File: src/rtl/id_ex_register_if.sv
// ID/EX stage bus: run/stall/flush controls, ID-side fields (*_i) and EX-side fields (*_o).
// The ID_EX_PERF_CNT_EN macro adds the bubble/stall performance counter outputs.
interface id_ex_register_if #(
    parameter int DATA_W  = 32,
    parameter int ADDR_W  = 5,
    parameter int FUNCT_W = 10,
    parameter int CNT_W   = 32
);
    logic               start_i;
    logic               stall_i;
    logic               flush_i;
    logic               valid_i;
    logic [1:0]         ALUOp_i;
    logic               ALUSrc_i;
    logic               RegWrite_i;
    logic               MemWrite_i;
    logic               MemRead_i;
    logic               MemtoReg_i;
    logic               Branch_i;
    logic [DATA_W-1:0]  PC_i;
    logic [DATA_W-1:0]  RS1data_i;
    logic [DATA_W-1:0]  RS2data_i;
    logic [DATA_W-1:0]  Imm_i;
    logic [FUNCT_W-1:0] funct_i;
    logic [ADDR_W-1:0]  RS1addr_i;
    logic [ADDR_W-1:0]  RS2addr_i;
    logic [ADDR_W-1:0]  RDaddr_i;

    logic               valid_o;
    logic [1:0]         ALUOp_o;
    logic               ALUSrc_o;
    logic               RegWrite_o;
    logic               MemWrite_o;
    logic               MemRead_o;
    logic               MemtoReg_o;
    logic               Branch_o;
    logic [DATA_W-1:0]  PC_o;
    logic [DATA_W-1:0]  RS1data_o;
    logic [DATA_W-1:0]  RS2data_o;
    logic [DATA_W-1:0]  Imm_o;
    logic [FUNCT_W-1:0] funct_o;
    logic [ADDR_W-1:0]  RS1addr_o;
    logic [ADDR_W-1:0]  RS2addr_o;
    logic [ADDR_W-1:0]  RDaddr_o;
`ifdef ID_EX_PERF_CNT_EN
    logic [CNT_W-1:0]   bubble_cnt_o;
    logic [CNT_W-1:0]   stall_cnt_o;
`endif

    modport master (
        output start_i, stall_i, flush_i, valid_i, ALUOp_i, ALUSrc_i, RegWrite_i,
               MemWrite_i, MemRead_i, MemtoReg_i, Branch_i, PC_i, RS1data_i,
               RS2data_i, Imm_i, funct_i, RS1addr_i, RS2addr_i, RDaddr_i,
        input  valid_o, ALUOp_o, ALUSrc_o, RegWrite_o, MemWrite_o, MemRead_o,
               MemtoReg_o, Branch_o, PC_o, RS1data_o, RS2data_o, Imm_o, funct_o,
               RS1addr_o, RS2addr_o, RDaddr_o
`ifdef ID_EX_PERF_CNT_EN
        , input bubble_cnt_o, stall_cnt_o
`endif
    );

    modport slave (
        input  start_i, stall_i, flush_i, valid_i, ALUOp_i, ALUSrc_i, RegWrite_i,
               MemWrite_i, MemRead_i, MemtoReg_i, Branch_i, PC_i, RS1data_i,
               RS2data_i, Imm_i, funct_i, RS1addr_i, RS2addr_i, RDaddr_i,
        output valid_o, ALUOp_o, ALUSrc_o, RegWrite_o, MemWrite_o, MemRead_o,
               MemtoReg_o, Branch_o, PC_o, RS1data_o, RS2data_o, Imm_o, funct_o,
               RS1addr_o, RS2addr_o, RDaddr_o
`ifdef ID_EX_PERF_CNT_EN
        , output bubble_cnt_o, stall_cnt_o
`endif
    );
endinterface

File: src/rtl/id_ex_register.sv
// ID/EX pipeline register with hold (start_i low / stall_i), bubble insertion (flush_i) and valid bit.
// Optional bubble/stall performance counters are enabled with the ID_EX_PERF_CNT_EN macro.
module id_ex_register #(
    parameter int DATA_W  = 32,
    parameter int ADDR_W  = 5,
    parameter int FUNCT_W = 10,
    parameter int CNT_W   = 32
) (
    input  logic                 clk_i,
    input  logic                 rst_i,
    id_ex_register_if.slave      bus
);
    typedef struct packed {
        logic               valid;
        logic [1:0]         alu_op;
        logic               alu_src;
        logic               reg_write;
        logic               mem_write;
        logic               mem_read;
        logic               mem_to_reg;
        logic               branch;
        logic [DATA_W-1:0]  pc;
        logic [DATA_W-1:0]  rs1_data;
        logic [DATA_W-1:0]  rs2_data;
        logic [DATA_W-1:0]  imm;
        logic [FUNCT_W-1:0] funct;
        logic [ADDR_W-1:0]  rs1_addr;
        logic [ADDR_W-1:0]  rs2_addr;
        logic [ADDR_W-1:0]  rd_addr;
    } stage_t;

    stage_t in_stage_s;
    stage_t stage_d;
    stage_t stage_q;

    assign in_stage_s = '{
        valid:      bus.valid_i,
        alu_op:     bus.ALUOp_i,
        alu_src:    bus.ALUSrc_i,
        reg_write:  bus.RegWrite_i,
        mem_write:  bus.MemWrite_i,
        mem_read:   bus.MemRead_i,
        mem_to_reg: bus.MemtoReg_i,
        branch:     bus.Branch_i,
        pc:         bus.PC_i,
        rs1_data:   bus.RS1data_i,
        rs2_data:   bus.RS2data_i,
        imm:        bus.Imm_i,
        funct:      bus.funct_i,
        rs1_addr:   bus.RS1addr_i,
        rs2_addr:   bus.RS2addr_i,
        rd_addr:    bus.RDaddr_i
    };

    // Next-stage selection: run-hold beats flush, flush beats stall; a bubble clears every field
    always_comb begin
        stage_d = stage_q;
        if (!bus.start_i) begin
            stage_d = stage_q;
        end else if (bus.flush_i) begin
            stage_d = '0;
        end else if (bus.stall_i) begin
            stage_d = stage_q;
        end else begin
            stage_d = in_stage_s;
        end
    end

    // Stage register
    always_ff @(posedge clk_i or posedge rst_i) begin
        if (rst_i) begin
            stage_q <= '0;
        end else begin
            stage_q <= stage_d;
        end
    end

    assign bus.valid_o    = stage_q.valid;
    assign bus.ALUOp_o    = stage_q.alu_op;
    assign bus.ALUSrc_o   = stage_q.alu_src;
    assign bus.RegWrite_o = stage_q.reg_write;
    assign bus.MemWrite_o = stage_q.mem_write;
    assign bus.MemRead_o  = stage_q.mem_read;
    assign bus.MemtoReg_o = stage_q.mem_to_reg;
    assign bus.Branch_o   = stage_q.branch;
    assign bus.PC_o       = stage_q.pc;
    assign bus.RS1data_o  = stage_q.rs1_data;
    assign bus.RS2data_o  = stage_q.rs2_data;
    assign bus.Imm_o      = stage_q.imm;
    assign bus.funct_o    = stage_q.funct;
    assign bus.RS1addr_o  = stage_q.rs1_addr;
    assign bus.RS2addr_o  = stage_q.rs2_addr;
    assign bus.RDaddr_o   = stage_q.rd_addr;

`ifdef ID_EX_PERF_CNT_EN
    logic [CNT_W-1:0] bubble_cnt_d;
    logic [CNT_W-1:0] bubble_cnt_q;
    logic [CNT_W-1:0] stall_cnt_d;
    logic [CNT_W-1:0] stall_cnt_q;

    // A stall that coincides with a flush is not counted as a stall cycle
    always_comb begin
        bubble_cnt_d = bubble_cnt_q;
        stall_cnt_d  = stall_cnt_q;
        if (bus.start_i && bus.flush_i) begin
            bubble_cnt_d = bubble_cnt_q + CNT_W'(1);
        end else if (bus.start_i && bus.stall_i) begin
            stall_cnt_d = stall_cnt_q + CNT_W'(1);
        end else begin
            bubble_cnt_d = bubble_cnt_q;
            stall_cnt_d  = stall_cnt_q;
        end
    end

    // Counter registers
    always_ff @(posedge clk_i or posedge rst_i) begin
        if (rst_i) begin
            bubble_cnt_q <= '0;
            stall_cnt_q  <= '0;
        end else begin
            bubble_cnt_q <= bubble_cnt_d;
            stall_cnt_q  <= stall_cnt_d;
        end
    end

    assign bus.bubble_cnt_o = bubble_cnt_q;
    assign bus.stall_cnt_o  = stall_cnt_q;
`endif
endmodule

File: src/flat_wrapper.sv
// flat-port wrapper written by rule: the top's interface ports become plain ports
module id_ex_register_flat 
#(
    parameter int DATA_W  = 32,
    parameter int ADDR_W  = 5,
    parameter int FUNCT_W = 10,
    parameter int CNT_W   = 32
)
  (clk_i, rst_i, bus_start_i, bus_stall_i, bus_flush_i, bus_valid_i, bus_ALUOp_i, bus_ALUSrc_i, bus_RegWrite_i, bus_MemWrite_i, bus_MemRead_i, bus_MemtoReg_i, bus_Branch_i, bus_PC_i, bus_RS1data_i, bus_RS2data_i, bus_Imm_i, bus_funct_i, bus_RS1addr_i, bus_RS2addr_i, bus_RDaddr_i, bus_valid_o, bus_ALUOp_o, bus_ALUSrc_o, bus_RegWrite_o, bus_MemWrite_o, bus_MemRead_o, bus_MemtoReg_o, bus_Branch_o, bus_PC_o, bus_RS1data_o, bus_RS2data_o, bus_Imm_o, bus_funct_o, bus_RS1addr_o, bus_RS2addr_o, bus_RDaddr_o);
  id_ex_register_if #(.DATA_W(DATA_W), .ADDR_W(ADDR_W), .FUNCT_W(FUNCT_W), .CNT_W(CNT_W)) bus_i ();
  input  logic clk_i;
  input  logic rst_i;
  input wire logic [$bits(bus_i.start_i)-1:0] bus_start_i;
  input wire logic [$bits(bus_i.stall_i)-1:0] bus_stall_i;
  input wire logic [$bits(bus_i.flush_i)-1:0] bus_flush_i;
  input wire logic [$bits(bus_i.valid_i)-1:0] bus_valid_i;
  input wire logic [$bits(bus_i.ALUOp_i)-1:0] bus_ALUOp_i;
  input wire logic [$bits(bus_i.ALUSrc_i)-1:0] bus_ALUSrc_i;
  input wire logic [$bits(bus_i.RegWrite_i)-1:0] bus_RegWrite_i;
  input wire logic [$bits(bus_i.MemWrite_i)-1:0] bus_MemWrite_i;
  input wire logic [$bits(bus_i.MemRead_i)-1:0] bus_MemRead_i;
  input wire logic [$bits(bus_i.MemtoReg_i)-1:0] bus_MemtoReg_i;
  input wire logic [$bits(bus_i.Branch_i)-1:0] bus_Branch_i;
  input wire logic [$bits(bus_i.PC_i)-1:0] bus_PC_i;
  input wire logic [$bits(bus_i.RS1data_i)-1:0] bus_RS1data_i;
  input wire logic [$bits(bus_i.RS2data_i)-1:0] bus_RS2data_i;
  input wire logic [$bits(bus_i.Imm_i)-1:0] bus_Imm_i;
  input wire logic [$bits(bus_i.funct_i)-1:0] bus_funct_i;
  input wire logic [$bits(bus_i.RS1addr_i)-1:0] bus_RS1addr_i;
  input wire logic [$bits(bus_i.RS2addr_i)-1:0] bus_RS2addr_i;
  input wire logic [$bits(bus_i.RDaddr_i)-1:0] bus_RDaddr_i;
  output wire logic [$bits(bus_i.valid_o)-1:0] bus_valid_o;
  output wire logic [$bits(bus_i.ALUOp_o)-1:0] bus_ALUOp_o;
  output wire logic [$bits(bus_i.ALUSrc_o)-1:0] bus_ALUSrc_o;
  output wire logic [$bits(bus_i.RegWrite_o)-1:0] bus_RegWrite_o;
  output wire logic [$bits(bus_i.MemWrite_o)-1:0] bus_MemWrite_o;
  output wire logic [$bits(bus_i.MemRead_o)-1:0] bus_MemRead_o;
  output wire logic [$bits(bus_i.MemtoReg_o)-1:0] bus_MemtoReg_o;
  output wire logic [$bits(bus_i.Branch_o)-1:0] bus_Branch_o;
  output wire logic [$bits(bus_i.PC_o)-1:0] bus_PC_o;
  output wire logic [$bits(bus_i.RS1data_o)-1:0] bus_RS1data_o;
  output wire logic [$bits(bus_i.RS2data_o)-1:0] bus_RS2data_o;
  output wire logic [$bits(bus_i.Imm_o)-1:0] bus_Imm_o;
  output wire logic [$bits(bus_i.funct_o)-1:0] bus_funct_o;
  output wire logic [$bits(bus_i.RS1addr_o)-1:0] bus_RS1addr_o;
  output wire logic [$bits(bus_i.RS2addr_o)-1:0] bus_RS2addr_o;
  output wire logic [$bits(bus_i.RDaddr_o)-1:0] bus_RDaddr_o;
  assign bus_i.start_i = bus_start_i;
  assign bus_i.stall_i = bus_stall_i;
  assign bus_i.flush_i = bus_flush_i;
  assign bus_i.valid_i = bus_valid_i;
  assign bus_i.ALUOp_i = bus_ALUOp_i;
  assign bus_i.ALUSrc_i = bus_ALUSrc_i;
  assign bus_i.RegWrite_i = bus_RegWrite_i;
  assign bus_i.MemWrite_i = bus_MemWrite_i;
  assign bus_i.MemRead_i = bus_MemRead_i;
  assign bus_i.MemtoReg_i = bus_MemtoReg_i;
  assign bus_i.Branch_i = bus_Branch_i;
  assign bus_i.PC_i = bus_PC_i;
  assign bus_i.RS1data_i = bus_RS1data_i;
  assign bus_i.RS2data_i = bus_RS2data_i;
  assign bus_i.Imm_i = bus_Imm_i;
  assign bus_i.funct_i = bus_funct_i;
  assign bus_i.RS1addr_i = bus_RS1addr_i;
  assign bus_i.RS2addr_i = bus_RS2addr_i;
  assign bus_i.RDaddr_i = bus_RDaddr_i;
  assign bus_valid_o = bus_i.valid_o;
  assign bus_ALUOp_o = bus_i.ALUOp_o;
  assign bus_ALUSrc_o = bus_i.ALUSrc_o;
  assign bus_RegWrite_o = bus_i.RegWrite_o;
  assign bus_MemWrite_o = bus_i.MemWrite_o;
  assign bus_MemRead_o = bus_i.MemRead_o;
  assign bus_MemtoReg_o = bus_i.MemtoReg_o;
  assign bus_Branch_o = bus_i.Branch_o;
  assign bus_PC_o = bus_i.PC_o;
  assign bus_RS1data_o = bus_i.RS1data_o;
  assign bus_RS2data_o = bus_i.RS2data_o;
  assign bus_Imm_o = bus_i.Imm_o;
  assign bus_funct_o = bus_i.funct_o;
  assign bus_RS1addr_o = bus_i.RS1addr_o;
  assign bus_RS2addr_o = bus_i.RS2addr_o;
  assign bus_RDaddr_o = bus_i.RDaddr_o;
  id_ex_register #(.DATA_W(DATA_W), .ADDR_W(ADDR_W), .FUNCT_W(FUNCT_W), .CNT_W(CNT_W)) u_core (.clk_i(clk_i), .rst_i(rst_i), .bus(bus_i));
endmodule
File: config.mk
export PLATFORM = sky130hd
export DESIGN_NAME = id_ex_register_flat
export DESIGN_NICKNAME = d
export VERILOG_FILES = /design/src/rtl/id_ex_register_if.sv /design/src/rtl/id_ex_register.sv /design/src/flat_wrapper.sv
export SDC_FILE = /design/constraint.sdc
export NUM_CORES = 1
export LEC_CHECK = 0
export CAP_MARGIN = 20
export CORE_MARGIN = 5
export CORE_UTILIZATION = 39
export CTS_CLUSTER_SIZE = 25
export DETAILED_ROUTE_END_ITERATION = 6
export GPL_ROUTABILITY_DRIVEN = 0
export GPL_TIMING_DRIVEN = 0
export PLACE_DENSITY_LB_ADDON = 0.1
export SLEW_MARGIN = 30
export SYNTH_ARGS = -nofsm -noshare
export SYNTH_HDL_FRONTEND = slang
export SYNTH_SLANG_ARGS = --single-unit
export TNS_END_PERCENT = 100
File: constraint.sdc
create_clock -name clk_i -period 6.13 [get_ports clk_i]
set_clock_uncertainty 0.1 [all_clocks]
set_input_delay 0.9195 -clock clk_i [delete_from_list [all_inputs] [get_ports clk_i]]
set_output_delay 0.9195 -clock clk_i [all_outputs]
set_load 0.02 [all_outputs]
==> metrics.txt <==
status=finished clean; CP max FO=3; GRT Total Usage=22.8%; Unique masters post-synth=16; Post-DP Area=about 9800 µm²; mean post-synth cell area=between 10 and 15 µm²; largest net degree at the start of global routing=between 80 and 90; Syn-to-layout area delta=65.7%; Top delay family on crit path=buffers and inverters; fraction of layout cells with a size suffix above 1=just over 6%; #FFs+latches synth=around 160; Data arrival, critical path=around 1.4 ns; Seq/Total Area, Yosys=between 60 and 70%; worst-margin pin slew=between 0.7 and 0.8 ns; Slew Viols, Final=0; die height=between 100 and 150 µm; commonest cells after routing, fill and taps aside=clkdlybuf4s50_1 (326), dfrtp_1 (162), o21ai_0 (121); root buf cell=clkbuf_16; Synth Net Count=711; reg-to-reg setup timing slack=between 5 and 6 ns; cell area after synthesis=between 6000 and 7000 µm²; CTS tree=yes; R2R depth=2; Final period util=approximately two fifths; io pins=around 330; CP startpoint kind=register; Core Area=between 15000 and 20000 µm²; H-Tree Depth=4; Pre-Repair DR Iteration Count=5; Synth top area share=~65%; count of buffers from port buffering=between 300 and 400; Final min period=roughly 2.5 ns; initial antenna violation count=0; Crit Path Category=register to output port; nets=1057; hold_sp=u_core.bus.Imm_o[16]$_DFFE_PP0P_; Longest Clk Path Bufs=2; global-route wire length before repair=32.5 mm; most common cell after layout, fill and taps aside=clkdlybuf4s50_1; die area=18600 µm²; Yosys Warn Count=0; Setup Viol. Count Final=0; Reg clk slew, reported paths=about 0.06 ns; hold-fix buffers at CTS=0; DPL Wire Length=roughly 16 mm; initial core utilization=39.6%; WHS Path Cells=1; slowest stage delay, CP=approximately 0.65 ns; Post-Layout Inst Area=just over 10000 µm²; via count of the first global-routing pass=between 5000 and 6000; FMAX=~400 MHz; cts repair resizes=0; hold endpoint=u_core.bus.Imm_o[16]$_DFFE_PP0P_; Fin. Hold Viols=0; total global routing overflow=0; drt drc=0; Worst IR Drop VDD=between 0.00015 and 0.0002 V; routed length per placed instance=19.0 µm; CTS buffer count=17; Buf+Inv Stages, Crit Path=1; Design Power=2.73 mW; Static Leakage=between 4 and 5 nW; via/cell ratio=about 5.0; Sink Count=162; starting DRC count in detailed routing=~310; Hold Crit Class=register to register; crit path capture type=output port; die width=136 µm; slowest CP cell=clkdlybuf4s50_1; Util after Layout=about two thirds; vias after detailed routing=between 5000 and 6000; Worst slew margin=around 50%; Area contributors post-synth=dfrtp_1 (65%), a22o_1 (12%), o21ai_0 (9.7%), nand2_1 (4.6%), o21ai_1 (2.9%); post-synth top area cell=dfrtp_1; Routed Antenna Nets=0; R2R Path Start=u_core.bus.valid_o$_DFFE_PP0P_; Synth Instances=roughly 540; Setup Fix Bufs, Post-CTS=0; max_cap viols=0; Critical Path RT=between 5 and 6 ns; r2r endpoint=u_core.bus.valid_o$_DFFE_PP0P_; CP Cell Sequence=clkdlybuf4s50_1; clk_lat worst skew=between 0.4 and 0.5 ns; unrepaired setup endpoints after global routing=no; PwrDens=around 260 nW/µm²; final WL=~21 mm; row cnt=46
-- layer usage --
metal	global-route usage, %	part of all wire, %	vias to the layer above
met2	37.1	49	249
li1	-	-	2628
met1	27.4	39	2680
met5	0	0	-
met3	8.40	9.5	35
met4	9.24	2.5	0
-- stage by stage --
stage / hold slack, ns / setup slack, ns / TNS, ns / instances
2_1_floorplan: 0.511 / 0.734 / 0 / 544
3_3_place_gp: 0.382 / -1.15 / -185.17 / 1086
3_5_place_dp: 0.380 / 3.23 / 0 / 1087
4_1_cts: 0.402 / 3.64 / 0 / 1115
5_1_grt: 0.412 / 3.53 / 0 / 1115
6_report: 0.396 / 3.67 / 0 / 1116
-- registers in the layout (all words and copies together), names as in the netlist, 2 cells and up --
signal and cells:
u_core.bus.Imm_o 32, u_core.bus.PC_o 32, u_core.bus.RS1data_o 32, u_core.bus.RS2data_o 32, u_core.bus.funct_o 10, u_core.bus.RDaddr_o 5
u_core.bus.RS1addr_o 5, u_core.bus.RS2addr_o 5, u_core.bus.ALUOp_o 2
-- report_power, final --
group / leakage (nW) / internal, mW / switching, mW
clock network: 0.254 / 0.569 / 0.393
logic: 1.99 / 0.294 / 0.273
registers: 2.16 / 1.15 / 0.0475
-- kinds of logic after synthesis --
group                  after synthesis  share of synthesized area (%)
AO/OA/AOI/OAI                      242                           24.5
buffers and inverters               58                           5.22
flip-flops                         162                           65.0
AND/OR/NAND/NOR                     82                           5.26
-- worst max-delay path by stage --
stage / to / slack (ns) / cells after the start / start
after floorplan: u_core.bus.ALUOp_o[0]$_DFFE_PP0P_ / 0.73 / 1 / rst_i
after global placement: u_core.bus.Imm_o[19]$_DFFE_PP0P_ / -1.15 / 2 / rst_i
after detailed placement: u_core.bus.Imm_o[6]$_DFFE_PP0P_ / 3.23 / 7 / bus_stall_i
after CTS: bus_PC_o[9] / 3.64 / 1 / u_core.bus.PC_o[9]$_DFFE_PP0P_
after global routing: u_core.bus.RS2data_o[14]$_DFFE_PP0P_ / 3.53 / 7 / bus_stall_i
final: bus_valid_o / 3.67 / 1 / u_core.bus.valid_o$_DFFE_PP0P_
-- Yosys cell counts --
cell / count
a22o_1: 82
a32oi_1: 3
buf_2: 15
buf_4: 1
buf_6: 11
clkbuf_1: 26
dfrtp_1: 162
inv_1: 4
inv_4: 1
nand2_1: 77
nand2b_1: 1
nor2_1: 1
nor2b_1: 2
nor3_4: 1
o21ai_0: 121
o21ai_1: 36
-- final cells by class --
type,instances,area [µm²]
clock buffers,22,464
diodes,1,2.50
repair buffers,327,3290
inverters,5,28.8
plain buffers,53,304
flip-flops and latches,162,4050
clock inverters,6,60.1
fillers,1249,5440
multi-input cells,324,1860
well taps,216,270
No activity file was read; power rests on OpenSTA's default activity.
